===== config.mk =====
export PLATFORM = sky130hd
export DESIGN_NAME = mem_port_arbiter
export DESIGN_NICKNAME = d
export VERILOG_FILES = /design/src/rtl/mem_port_arbiter.sv
export SDC_FILE = /design/constraint.sdc
export NUM_CORES = 1
export LEC_CHECK = 0
export CELL_PAD_IN_SITES_DETAIL_PLACEMENT = 1
export CELL_PAD_IN_SITES_GLOBAL_PLACEMENT = 2
export CORE_MARGIN = 2
export CORE_UTILIZATION = 36
export DETAILED_ROUTE_END_ITERATION = 8
export DONT_BUFFER_PORTS = 1
export GPL_ROUTABILITY_DRIVEN = 0
export PLACE_DENSITY_LB_ADDON = 0.08
export SLEW_MARGIN = 30
export SYNTH_ARGS = -nofsm -noshare
export SYNTH_HDL_FRONTEND = slang
export SYNTH_SLANG_ARGS = --single-unit

===== constraint.sdc =====
create_clock -name clk -period 2.1 [get_ports clk]
set_input_delay 0.105 -clock clk [delete_from_list [all_inputs] [get_ports clk]]
set_output_delay 0.105 -clock clk [all_outputs]
set_load 0.03 [all_outputs]

===== src/rtl/mem_port_arbiter.sv =====
// Single-port memory arbiter between IF (fetch) and MEM (load/store); DM has fixed priority.
// Optional grant/wait performance counters are built when MEM_ARB_PERF_EN is defined.
module mem_port_arbiter #(
  parameter int ADDR_W  = 32,
  parameter int DATA_W  = 32,
  parameter int TIMEOUT = 64
) (
  input  logic              clk,
  input  logic              rst,
  input  logic              if_req,
  input  logic [ADDR_W-1:0] if_addr,
  output logic [DATA_W-1:0] if_rdata,
  output logic              if_ready,
  input  logic              dm_req,
  input  logic              dm_we,
  input  logic [ADDR_W-1:0] dm_addr,
  input  logic [DATA_W-1:0] dm_wdata,
  output logic [DATA_W-1:0] dm_rdata,
  output logic              dm_ready,
  output logic              mem_en,
  output logic              mem_we,
  output logic [ADDR_W-1:0] mem_addr,
  output logic [DATA_W-1:0] mem_wdata,
  input  logic [DATA_W-1:0] mem_rdata,
  input  logic              mem_ack,
  output logic              freeze_if,
  output logic              freeze_pipe,
  output logic              err
`ifdef MEM_ARB_PERF_EN
  ,
  output logic [31:0]       if_grant_cnt,
  output logic [31:0]       dm_grant_cnt,
  output logic [31:0]       wait_cnt
`endif
);

  typedef enum logic [1:0] {IDLE, BUSY, DONE} state_t;

  localparam logic [7:0] TO_LAST = 8'(TIMEOUT - 1);

  state_t     state, state_nxt;
  logic       owner_dm;
  logic [7:0] wait_q;
  logic       ack_hit, to_hit;

  assign ack_hit = (state == BUSY) && mem_ack;
  assign to_hit  = (state == BUSY) && !mem_ack && (wait_q == TO_LAST);

  always_comb begin
    state_nxt = state;
    case (state)
      IDLE:    if (dm_req || if_req) state_nxt = BUSY;
      BUSY:    if (ack_hit || to_hit) state_nxt = DONE;
      DONE:    state_nxt = IDLE;
      default: state_nxt = IDLE;
    endcase
  end

  always_ff @(posedge clk) begin
    if (rst) state <= IDLE;
    else     state <= state_nxt;
  end

  always_ff @(posedge clk) begin
    if (rst) begin
      owner_dm  <= 1'b0;
      wait_q    <= '0;
      mem_en    <= 1'b0;
      mem_we    <= 1'b0;
      mem_addr  <= '0;
      mem_wdata <= '0;
      if_rdata  <= '0;
      dm_rdata  <= '0;
      err       <= 1'b0;
    end else begin
      case (state)
        IDLE: begin
          wait_q <= '0;
          if (dm_req) begin
            owner_dm  <= 1'b1;
            mem_en    <= 1'b1;
            mem_we    <= dm_we;
            mem_addr  <= dm_addr;
            mem_wdata <= dm_wdata;
          end else if (if_req) begin
            owner_dm  <= 1'b0;
            mem_en    <= 1'b1;
            mem_we    <= 1'b0;
            mem_addr  <= if_addr;
            mem_wdata <= '0;
          end
        end
        BUSY: begin
          // ack on the final allowed cycle still wins over the abort
          if (ack_hit || to_hit) begin
            mem_en <= 1'b0;
            mem_we <= 1'b0;
            if (owner_dm) dm_rdata <= ack_hit ? mem_rdata : '0;
            else          if_rdata <= ack_hit ? mem_rdata : '0;
            if (to_hit) err <= 1'b1;
          end else begin
            wait_q <= wait_q + 8'd1;
          end
        end
        default: ;
      endcase
    end
  end

  assign dm_ready    = (state == DONE) && owner_dm;
  assign if_ready    = (state == DONE) && !owner_dm;
  assign freeze_pipe = dm_req & ~dm_ready;
  assign freeze_if   = freeze_pipe | (if_req & ~if_ready);

`ifdef MEM_ARB_PERF_EN
  always_ff @(posedge clk) begin
    if (rst) begin
      if_grant_cnt <= '0;
      dm_grant_cnt <= '0;
      wait_cnt     <= '0;
    end else begin
      if (state == IDLE && dm_req)            dm_grant_cnt <= dm_grant_cnt + 32'd1;
      if (state == IDLE && !dm_req && if_req) if_grant_cnt <= if_grant_cnt + 32'd1;
      if (state == BUSY)                      wait_cnt     <= wait_cnt + 32'd1;
    end
  end
`endif

endmodule


[After elaboration in Yosys (flattened, before gate mapping)]
Index checks and enable logic that the tools add are counted.
Word-level totals
  register bits: 142
  input port bits: 134
Cells by class
  add/sub/neg operators: 1
  eq/ne operators: 7
  mux-type cells: 18
  bitwise gates (word level): 6
  reductions and logical operators: 19
Operator list (number)
  two-way mux 32 bit: 5
  case mux 8 bit (2 select lines): 1
  AND reduction 3 bit: 4
  adder 8 x 1 -> 8 bit, second input constant: 1
  equality test 8 x 6 -> 1 bit, second input constant: 1
  two-way mux 8 bit: 1
  two-way mux 1 bit: 6
  AND reduction 2 bit: 3
  logical AND 1 bit: 5
  two-way mux 2 bit: 2
  inequality test 2 bit, second input constant: 2
  case mux 1 bit (2 select lines): 2
  case mux 2 bit (2 select lines): 1
  nonzero test 2 bit: 2
  inequality test 3 bit, second input constant: 1
  NOT 1 bit: 3
  bitwise AND 1 bit: 2
  equality test 2 x 1 -> 1 bit, second input constant: 1
  equality test 2 bit, second input constant: 1
  zero test 1 bit: 2
  zero test 2 bit: 1
  logical OR 1 bit: 2
  inequality test 2 x 1 -> 1 bit, second input constant: 1
  OR 1 bit: 1

[Depth between registers and ports, before layout]
Gate-level depths: netlist (run 1).
  word-level depth: 6
  depth in mapped cells: 7
  gate-level depth less buffers: 5

[Worst setup path after synthesis (run 1)]
OpenSTA, ideal clock, no wires.
  kind: reg2out
  start point: reg state[1]
  end point: out freeze_if
  arrival: 1649 ps
  data required time: 1995 ps
  slack: 346 ps
  cell stages (with the launch flop): 5
  path buffers: 1
  path through: dfxtp_1 buf_6 inv_1 nor3_1 o21bai_1
Between the ends
  longest elaborated chain between the ends: 5
  elaborated cells between the ends (all ways): 8
  classes of those cells: 1 x eq/ne; 5 x bitwise; 2 x reduce/logical
RTL lines
  start: declaration: line 41  | state_t state, state_nxt;
  start signal: assignment: line 61  | else state <= state_nxt;
  equality test 2 bit: line 111  | assign if_ready = (state == DONE) && !owner_dm;
  logical AND 1 bit: line 111
  net if_ready: line 13  | output logic if_ready,
  NOT 1 bit: line 113  | assign freeze_if = freeze_pipe | (if_req & ~if_ready);
  bitwise AND 1 bit: line 113
  OR 1 bit: line 113
  end: declaration: line 26  | output logic freeze_if,
The timed path passes the listed nets, and every way through them passes these cells.

[Worst setup path after layout (run 1)]
  start point: reg wait_q[6]
  end point: reg dm_rdata[31]
Between the ends
  longest elaborated chain between the ends: 4
RTL lines
  start: declaration: line 43  | logic [7:0] wait_q;
  start signal: assignment: line 102  | wait_q <= wait_q + 8'd1;
  equality test 8 x 6 -> 1 bit: line 47  | assign to_hit = (state == BUSY) && !mem_ack && (wait_q == TO_LAST);
  logical AND 1 bit: line 47
  logical OR 1 bit: line 95  | if (ack_hit || to_hit) begin
  AND reduction 3 bit (no line)
  end signal: assignment: line 98  | if (owner_dm) dm_rdata <= ack_hit ? mem_rdata : '0;
  end: declaration: line 18  | output logic [DATA_W-1:0] dm_rdata,
Every way passes these cells.
A chain may end at the register's enable or synchronous reset.

==> impl_metrics.ini, run 1 <==
[place]
dpl.hpwl_um = 10200
portBuffers = 0
dp.cells = 644

[global_routing]
grt_max_degree = 78
grtUsageTotal = 0.222
overflow = 0
grt_pass1_vias = 4949
antenna_found_initial = 0
grt_pass1_wl_um = 27700

[power_and_ir_drop]
power.leakage_uw = 0.00278
intPower_uw = 5010
ir_drop_uv = 536
power_frac_seq = 0.469
combPwrFrac = 0.113
switchingPower_uw = 1960
switching_share = 0.282
clock_power_share = 0.418
power_density_mw_per_mm2 = 961

[sta]
hold_slack_ns = -0.00107
fin_skew_ns = 0.00872
slew_viol_final = 0
min_period_ns = 1.88
tns_ns = 0
slew_headroom = 0.544
worstMarginPinSlew_ns = 0.681
fin_crit_sh = 0.895
setup_violations = 0
max_freq_mhz = 532
rsz0062_at_grt = false
finalHoldViolations = 1

[floorplan]
core_area_mm2 = 0.0145
die_x_um = 125
fp.dieArea_mm2 = 0.0157
start_util = 0.366
fp.dieH_um = 125
ios = 269
placementRows = 44

[status]
violations = hold timing
status = finished, violations left

[final_layout]
diodes = 0
regArea_mm2 = 0.00284
fin_nets = 738
fillers = 1528
syn_to_final_growth_pct = 36.6
multi_input_area_mm2 = 0.00219
mostFrequentLayoutCell = dfxtp_1
finalNonFillerCells = 799
drive_gt1_frac = 0.0894
mostFrequentLayoutCells = dfxtp_1, dlygate4sd3_1, nor2_1

[job]
drv_cap = 0

[synth]
synth_largest_area_cell = dfxtp_1
yosys_warnings = 0
syn_inst = 493
synth-seq-cells = 142
yosysUniqueCellTypes = 40
syn_area_per_cell_um2 = 10.8
synth_top_area_share = 0.536
synth-edff-count = 0
syn_area_mm2 = 0.00530
yosysSeqAreaShare = 0.536
synth_fp_nets = 628
ys.flop_type = dfxtp_1
synth.area.top_cells = dfxtp_1, a32o_1, mux2i_1, nor2_1, a211oi_1
async_flop_share = 0

[hold_path]
min_path_type = in -> reg

[cts]
clk_latency_ns = 0.41
post_cts_buffers = 0
cts_num_sinks = 142
htree_num_levels = 4
clk_pin_slew_ns = 0.06
cts_root_buf = clkbuf_16
clk_path_buf_depth = 2
cts_made_buffers = 17
cts_tree = built

[detailed_routing]
drt_first_pass_iters = 4
drc = 0
vias_per_cell = 5.69
first_iter_violations = 198
wl_per_cell_um = 21.9
wl_um = 17500
antenna_left = 0
vias = 4550

[critical_path]
worstPathRequired_ns = 2.45
r2r_setup_slack_ns = 0.22
cp.arrival_ns = 2.23
critPathKind = reg -> reg
crit_path_end_kind = flop
path_max_fanout = 16
crit_path_start_kind = flop
[logic make-up after synthesis]
kind of cell,count (synthesis),share of synthesized area
AO/OA/AOI/OAI,153,0.246
flip-flops,142,0.536
AND/OR/NAND/NOR,112,0.0967
buffers and inverters,52,0.0569
multiplexers,33,0.0623
adder cells (fa/ha/maj),1,0.00236
[sequential cells by signal, summed over array words and instances (netlist names)]
register and cells:
mem_en 1, mem_wdata 32, mem_addr 32, wait_q 8
dm_rdata 32, state 2, owner_dm 1, if_rdata 32
mem_we 1, err 1
[metrics by stage]
| stage | power, uW | utilization | hold WS, ns | instance area [um2] | setup WS, ns |
|---|---|---|---|---|---|
| after global routing | 7250 | 0.500 | -0.0207 | 7250 | 0.120 |
| after global placement | 3830 | 0.374 | 0.186 | 5420 | 0.0997 |
| final | 6970 | 0.500 | -0.00107 | 7250 | 0.221 |
| after detailed placement | 3850 | 0.374 | 0.192 | 5420 | 0.00887 |
| after CTS | 7010 | 0.499 | 0.00321 | 7230 | 0.00958 |
| after floorplan | 3730 | - | 0.253 | 5300 | 0.346 |
[synth_stat cells (2+ instances only)]
| cell type | number |
|---|---|
| buf_6 | 7 |
| a21oi_4 | 2 |
| nor2_1 | 74 |
| mux2i_1 | 33 |
| a31oi_1 | 6 |
| a32o_1 | 64 |
| a211oi_1 | 32 |
| nand4_1 | 2 |
| inv_1 | 3 |
| a41oi_1 | 2 |
| buf_4 | 2 |
| nor2b_1 | 2 |
| buf_2 | 13 |
| clkbuf_8 | 3 |
| nor3_1 | 4 |
| clkbuf_1 | 24 |
| nand3_1 | 6 |
| and2_1 | 7 |
| nand2_1 | 7 |
| a21oi_1 | 8 |
| dfxtp_1 | 142 |
| a22oi_1 | 32 |
[power by group through the flow]
stage	sequential (uW)	combinational, uW	clock [uW]
global route	3290	864	3100
global placement	3330	502	0
detailed placement	3330	521	0
CTS	3270	767	2980
floorplan	3280	450	0
finish	3270	786	2910
[final cells by class]
| cell class | count | share of cell area |
|---|---|---|
| multi-input cells | 300 | 0.302 |
| well taps | 184 | 0.0318 |
| inverters | 3 | 0.00155 |
| clock buffers | 21 | 0.0622 |
| clock inverters | 10 | 0.0157 |
| repair buffers | 139 | 0.194 |
| flip-flops and latches | 142 | 0.392 |
[per-layer routing]
metal	track usage	share of wire
met2	0.389	0.51
met1	0.250	0.39
met3	0.0843	0.079
met4	0.0712	0.017
met5	0	0
[repair_timing]
item	CTS	global route
hold buffers	122	1
pin swaps	1	0
endpoints found under the hold margin	142	1
resized for setup	0	1
cloned	1	0
setup endpoints to repair	8	16
[path summary, 6_finish.rpt]
path             endpoint         from  depth (start not counted)
max reg2reg  dm_rdata[31]    wait_q[6]                          4
min reg2reg     wait_q[1]    wait_q[1]                          2
max          dm_rdata[31]    wait_q[6]                          4
min          mem_addr[26]  dm_addr[26]                          2
[worst max-delay path, cell delays in order (launching register included)]
cell and delay (ns):
dfxtp_1 0.41, and4bb_4 0.28, a41o_2 0.37, a21oi_4 0.54
a32o_1 0.21
No activity file was read; power rests on OpenSTA's default activity.
==> run 2: changes to the inputs <==
--- a/config.mk
+++ b/config.mk
@@ -5,10 +5,12 @@
 export SDC_FILE = /design/constraint.sdc
 export NUM_CORES = 1
 export LEC_CHECK = 0
+export ABC_AREA = 1
 export CELL_PAD_IN_SITES_DETAIL_PLACEMENT = 1
 export CELL_PAD_IN_SITES_GLOBAL_PLACEMENT = 2
 export CORE_MARGIN = 2
-export CORE_UTILIZATION = 36
+export CORE_UTILIZATION = 37
+export CTS_BUF_LIST = sky130_fd_sc_hd__clkbuf_4 sky130_fd_sc_hd__clkbuf_8 sky130_fd_sc_hd__clkbuf_16
 export DETAILED_ROUTE_END_ITERATION = 8
 export DONT_BUFFER_PORTS = 1
 export GPL_ROUTABILITY_DRIVEN = 0
==> constraint.sdc (replaced) <==
create_clock -name clk -period 2.4 [get_ports clk]
set_input_delay 0.12 -clock clk [delete_from_list [all_inputs] [get_ports clk]]
set_output_delay 0.12 -clock clk [all_outputs]
set_load 0.03 [all_outputs]
==> impl_metrics.ini, run 2 <==
[sta]
fin_skew_ns = 0.0119
worstMarginPinSlew_ns = 0.891
finalHoldViolations = 0
setup_violations = 0
setup_ws_ns = 0.165
slew_headroom = 0.402
tns_ns = 0
fin_crit_sh = 0.931
min_period_ns = 2.24
rsz0062_at_grt = true
slew_viol_final = 0
max_freq_mhz = 447

[synth]
syn_inst = 787
synth_top_family_by_area = simple AND/OR/NAND/NOR gates
yosys_warnings = 0
synth-seq-cells = 142
ys.flop_type = dfxtp_1
synth-simple-area-share = 0.284
yosysUniqueCellTypes = 28
synth_top_area_share = 0.444
synth-xor-area-share = 0
yosysMostFrequentCell = nand2_1
synth-edff-count = 0
synthMuxAreaShare = 0
synth_largest_area_cell = dfxtp_1
async_flop_share = 0
synth_adder_area_share = 0.00195
yosysSeqAreaShare = 0.444
syn_area_per_cell_um2 = 8.13
synth_fp_nets = 922
syn_area_mm2 = 0.00640
synth_compound_area_frac = 0.184
synth.area.top_cells = dfxtp_1, nand2_1, a21oi_2, nand2_4, a21oi_1
synth_common_cells = nand2_1, dfxtp_1, a21oi_2

[floorplan]
fp.dieArea_mm2 = 0.0184
die_x_um = 136
start_util = 0.374
fp.dieH_um = 136
ios = 269
placementRows = 48
core_area_mm2 = 0.0171

[place]
dpl_worst_slack_ns = 0.541
dpl.hpwl_um = 12400
portBuffers = 0
place_area_mm2 = 0.00641

[status]
status = finished clean

[critical_path]
cp.arrival_ns = 2.54
crit_path_start_kind = flop
worstPathRequired_ns = 2.70
crit_path_end_kind = flop
path_max_fanout = 32
critPathKind = reg -> reg

[detailed_routing]
drt_first_pass_iters = 4
wl_um = 20200
first_iter_violations = 162
wl_per_cell_um = 17.7
drc = 0
antenna_left = 0
vias_per_cell = 4.94
vias = 5647

[final_layout]
fin_util = 0.499
drive_gt1_frac = 0.197
syn_to_final_growth_pct = 33.4
postLayoutCellArea_mm2 = 0.00854
regArea_mm2 = 0.00284
mostFrequentLayoutCells = nand2_1, dlygate4sd3_1, dfxtp_1
multi_input_area_mm2 = 0.00303
fin_nets = 1041
diodes = 0
mostFrequentLayoutCell = nand2_1
fillers = 1999

[global_routing]
antenna_found_initial = 0
grt_pass1_wl_um = 31000
grt_max_degree = 87
grt_pass1_vias = 6069
overflow = 0
grtUsageTotal = 0.216

[power_and_ir_drop]
combPwrFrac = 0.122
clock_power_share = 0.442
switchingPower_uw = 1870
total_power_uw = 6590
ir_drop_uv = 502
power_density_mw_per_mm2 = 772
switching_share = 0.284
power.leakage_uw = 0.00331
intPower_uw = 4720
power_frac_seq = 0.436

[cts]
htree_num_levels = 4
cts_root_buf = clkbuf_16
cts_num_sinks = 142
clk_path_buf_depth = 2
cts_made_buffers = 17
cts_tree = built
clk_latency_ns = 0.42
clk_pin_slew_ns = 0.06
post_cts_buffers = 0

[job]
drv_cap = 0

[hold_path]
min_path_type = in -> reg
## run 2: kinds of logic after synthesis
group                      after synthesis
AOI/OAI and AO/OA                      180
adders and majority gates                1
DFF                                    142
buffers and inverters                  105
and+or+nand+nor                        359
## run 2: worst max-delay path, stage by stage (launching register included)
cell	delay, ns
dfxtp_1	0.38
ha_1	0.22
nand3_2	0.10
nor2_2	0.16
nand2_4	0.10
nand2_8	0.10
nand2_8	0.29
nand2_2	0.15
a21oi_2	0.05
dlygate4sd3_1	0.54
## run 2: timing repair
action	in CTS	in global routing
endpoints found under the hold margin	138	0
resized for setup	0	2
endpoints found under the setup margin	0	20
hold buffers	146	0
## run 2: cell type report
class,count,share of cell area
clock inverter,13,0.0249
multi-input combinational,540,0.354
tap,225,0.0330
inverter,52,0.0237
clock buffer,18,0.0507
timing repair buffer,153,0.180
sequential,142,0.333
## run 2: per-layer routing
metal  GRT usage  vias to the layer above  wire [um]
li1            -                     2759          -
met1       0.230                     2668       7930
met2       0.386                      203      10000
met3      0.0954                       17       1940
met4      0.0648                        0        306
met5           0                        -          0
## run 2: power by group through the flow
| stage | registers [uW] | clock network [uW] | logic, uW |
|---|---|---|---|
| finish | 2880 | 2910 | 801 |
| global route | 2890 | 3080 | 892 |
| CTS | 2880 | 2980 | 795 |
| detailed placement | 2930 | 0 | 529 |
| global placement | 2930 | 0 | 508 |
| floorplan | 2880 | 0 | 501 |
## run 2: worst paths after layout
kind	cells after the start	start	slack, ns	end
hold reg to reg	1	wait_q[0]	0.50	wait_q[0]
hold / removal	5	mem_ack	0.07	err
setup / recovery	9	wait_q[0]	0.16	if_rdata[31]
setup reg to reg	9	wait_q[0]	0.16	if_rdata[31]
## run 2: stage by stage
stage                     cells  hold slack (ns)
after floorplan             787            0.267
after global routing       1143           0.0904
after detailed placement    966            0.193
after global placement      966            0.193
final                      1143           0.0651
after CTS                  1143           0.0419
==> run 3: changes to the inputs <==
--- a/config.mk
+++ b/config.mk
@@ -9,7 +9,7 @@
 export CELL_PAD_IN_SITES_DETAIL_PLACEMENT = 1
 export CELL_PAD_IN_SITES_GLOBAL_PLACEMENT = 2
 export CORE_MARGIN = 2
-export CORE_UTILIZATION = 37
+export CORE_UTILIZATION = 36
 export CTS_BUF_LIST = sky130_fd_sc_hd__clkbuf_4 sky130_fd_sc_hd__clkbuf_8 sky130_fd_sc_hd__clkbuf_16
 export DETAILED_ROUTE_END_ITERATION = 8
 export DONT_BUFFER_PORTS = 1
==> impl_metrics.ini, run 3 (same netlist as run 2, synthesis figures left out) <==
[cts]
clk_pin_slew_ns = 0.06
cts_num_sinks = 142
htree_num_levels = 4
cts_resized = 0
clk_path_buf_depth = 2
post_cts_buffers = 0
cts_tree = built
cts_root_buf = clkbuf_16
cts_made_buffers = 17
clk_latency_ns = 0.42

[final_layout]
fin_nets = 1043
drive_gt1_frac = 0.199
mostFrequentLayoutCell = nand2_1
syn_to_final_growth_pct = 33.2
postLayoutCellArea_mm2 = 0.00853
mostFrequentLayoutCells = nand2_1, dlygate4sd3_1, dfxtp_1

[power_and_ir_drop]
power_frac_seq = 0.442
power_density_mw_per_mm2 = 762
switchingPower_uw = 1880
clock_power_share = 0.434
switching_share = 0.289
ir_drop_uv = 509
power.leakage_uw = 0.00332
intPower_uw = 4630
combPwrFrac = 0.125

[sta]
setup_ws_ns = 0.233
max_freq_mhz = 461
worstMarginPinSlew_ns = 0.770
tns_ns = 0
fin_skew_ns = 0.00939
slew_viol_final = 0
finalHoldViolations = 0
min_period_ns = 2.17
fin_crit_sh = 0.903
setup_violations = 0
rsz0062_at_grt = false
slew_headroom = 0.485

[floorplan]
core_area_mm2 = 0.0174
placementRows = 48
start_util = 0.369
die_x_um = 137
fp.dieH_um = 137
ios = 269
fp.dieArea_mm2 = 0.0189

[detailed_routing]
wl_um = 20600
first_iter_violations = 199
antenna_left = 0
drc = 0
vias_per_cell = 4.94
vias = 5655
drt_first_pass_iters = 4
wl_per_cell_um = 18.0

[place]
place_area_mm2 = 0.00642
portBuffers = 0
dpl_worst_slack_ns = 0.627
dpl.hpwl_um = 12700

[critical_path]
path_max_fanout = 34
worstPathRequired_ns = 2.76
cp.arrival_ns = 2.53
crit_path_end_kind = flop
critPathKind = reg -> reg
crit_path_start_kind = flop

[global_routing]
grtUsageTotal = 0.215
grt_pass1_vias = 6043
grt_max_degree = 88
antenna_found_initial = 1
grt_pass1_wl_um = 31400
overflow = 0

[hold_path]
min_path_type = in -> reg

[status]
status = finished clean

[job]
drv_cap = 0
## run 3: per-layer routing
metal | GRT usage | share of wire
met1 | 0.234 | 0.39
met2 | 0.375 | 0.50
met3 | 0.0890 | 0.088
met4 | 0.0785 | 0.021
met5 | 0 | 0
## run 3: through the flow
stage | hold slack, ns | power [uW] | utilization | instances
6_report | 0.0345 | 6500 | 0.491 | 1145
5_1_grt | 0.0713 | 6780 | 0.491 | 1145
4_1_cts | 0.0195 | 6560 | 0.490 | 1142
3_5_place_dp | 0.192 | 3460 | 0.370 | 968
3_3_place_gp | 0.194 | 3440 | 0.370 | 968
2_1_floorplan | 0.267 | 3380 | - | 787
## run 3: cell type report
| cell class | count | area (um2) |
|---|---|---|
| Antenna cell | 1 | 2.50 |
| Inverter | 52 | 203 |
| Timing Repair Buffer | 153 | 1530 |
| Tap cell | 225 | 282 |
| Sequential cell | 142 | 2840 |
| Fill cell | 2002 | 8830 |
| Clock buffer | 18 | 439 |
| Clock inverter | 12 | 186 |
| Multi-Input combinational cell | 542 | 3040 |
## run 3: power by group through the flow
stage | sequential, uW | clock (uW) | combinational (uW)
global route | 2890 | 2990 | 903
detailed placement | 2920 | 0 | 538
CTS | 2870 | 2890 | 798
floorplan | 2880 | 0 | 501
finish | 2870 | 2820 | 810
global placement | 2920 | 0 | 517
## run 3: timing repair
| item | CTS | global route |
|---|---|---|
| hold buffers | 144 | 0 |
| setup endpoints to repair | 0 | 12 |
| hold endpoints to repair | 138 | 0 |
## run 3: final timing paths
path	cells past startpoint	endpoint	start	slack [ns]
setup / recovery	9	if_rdata[22]	state[1]	0.23
setup reg to reg	9	if_rdata[22]	state[1]	0.23
hold reg to reg	1	wait_q[0]	wait_q[0]	0.50
hold / removal	5	state[1]	mem_ack	0.03
## run 3: critical path, cell delays in order, from the launching register on
cell and delay (ns):
dfxtp_1 0.36, inv_2 0.06, nand2_4 0.10, inv_4 0.06
nand2_4 0.35, nand2_8 0.15, nand2_8 0.25, nand2_4 0.07
a21oi_2 0.13, dlygate4sd3_1 0.56
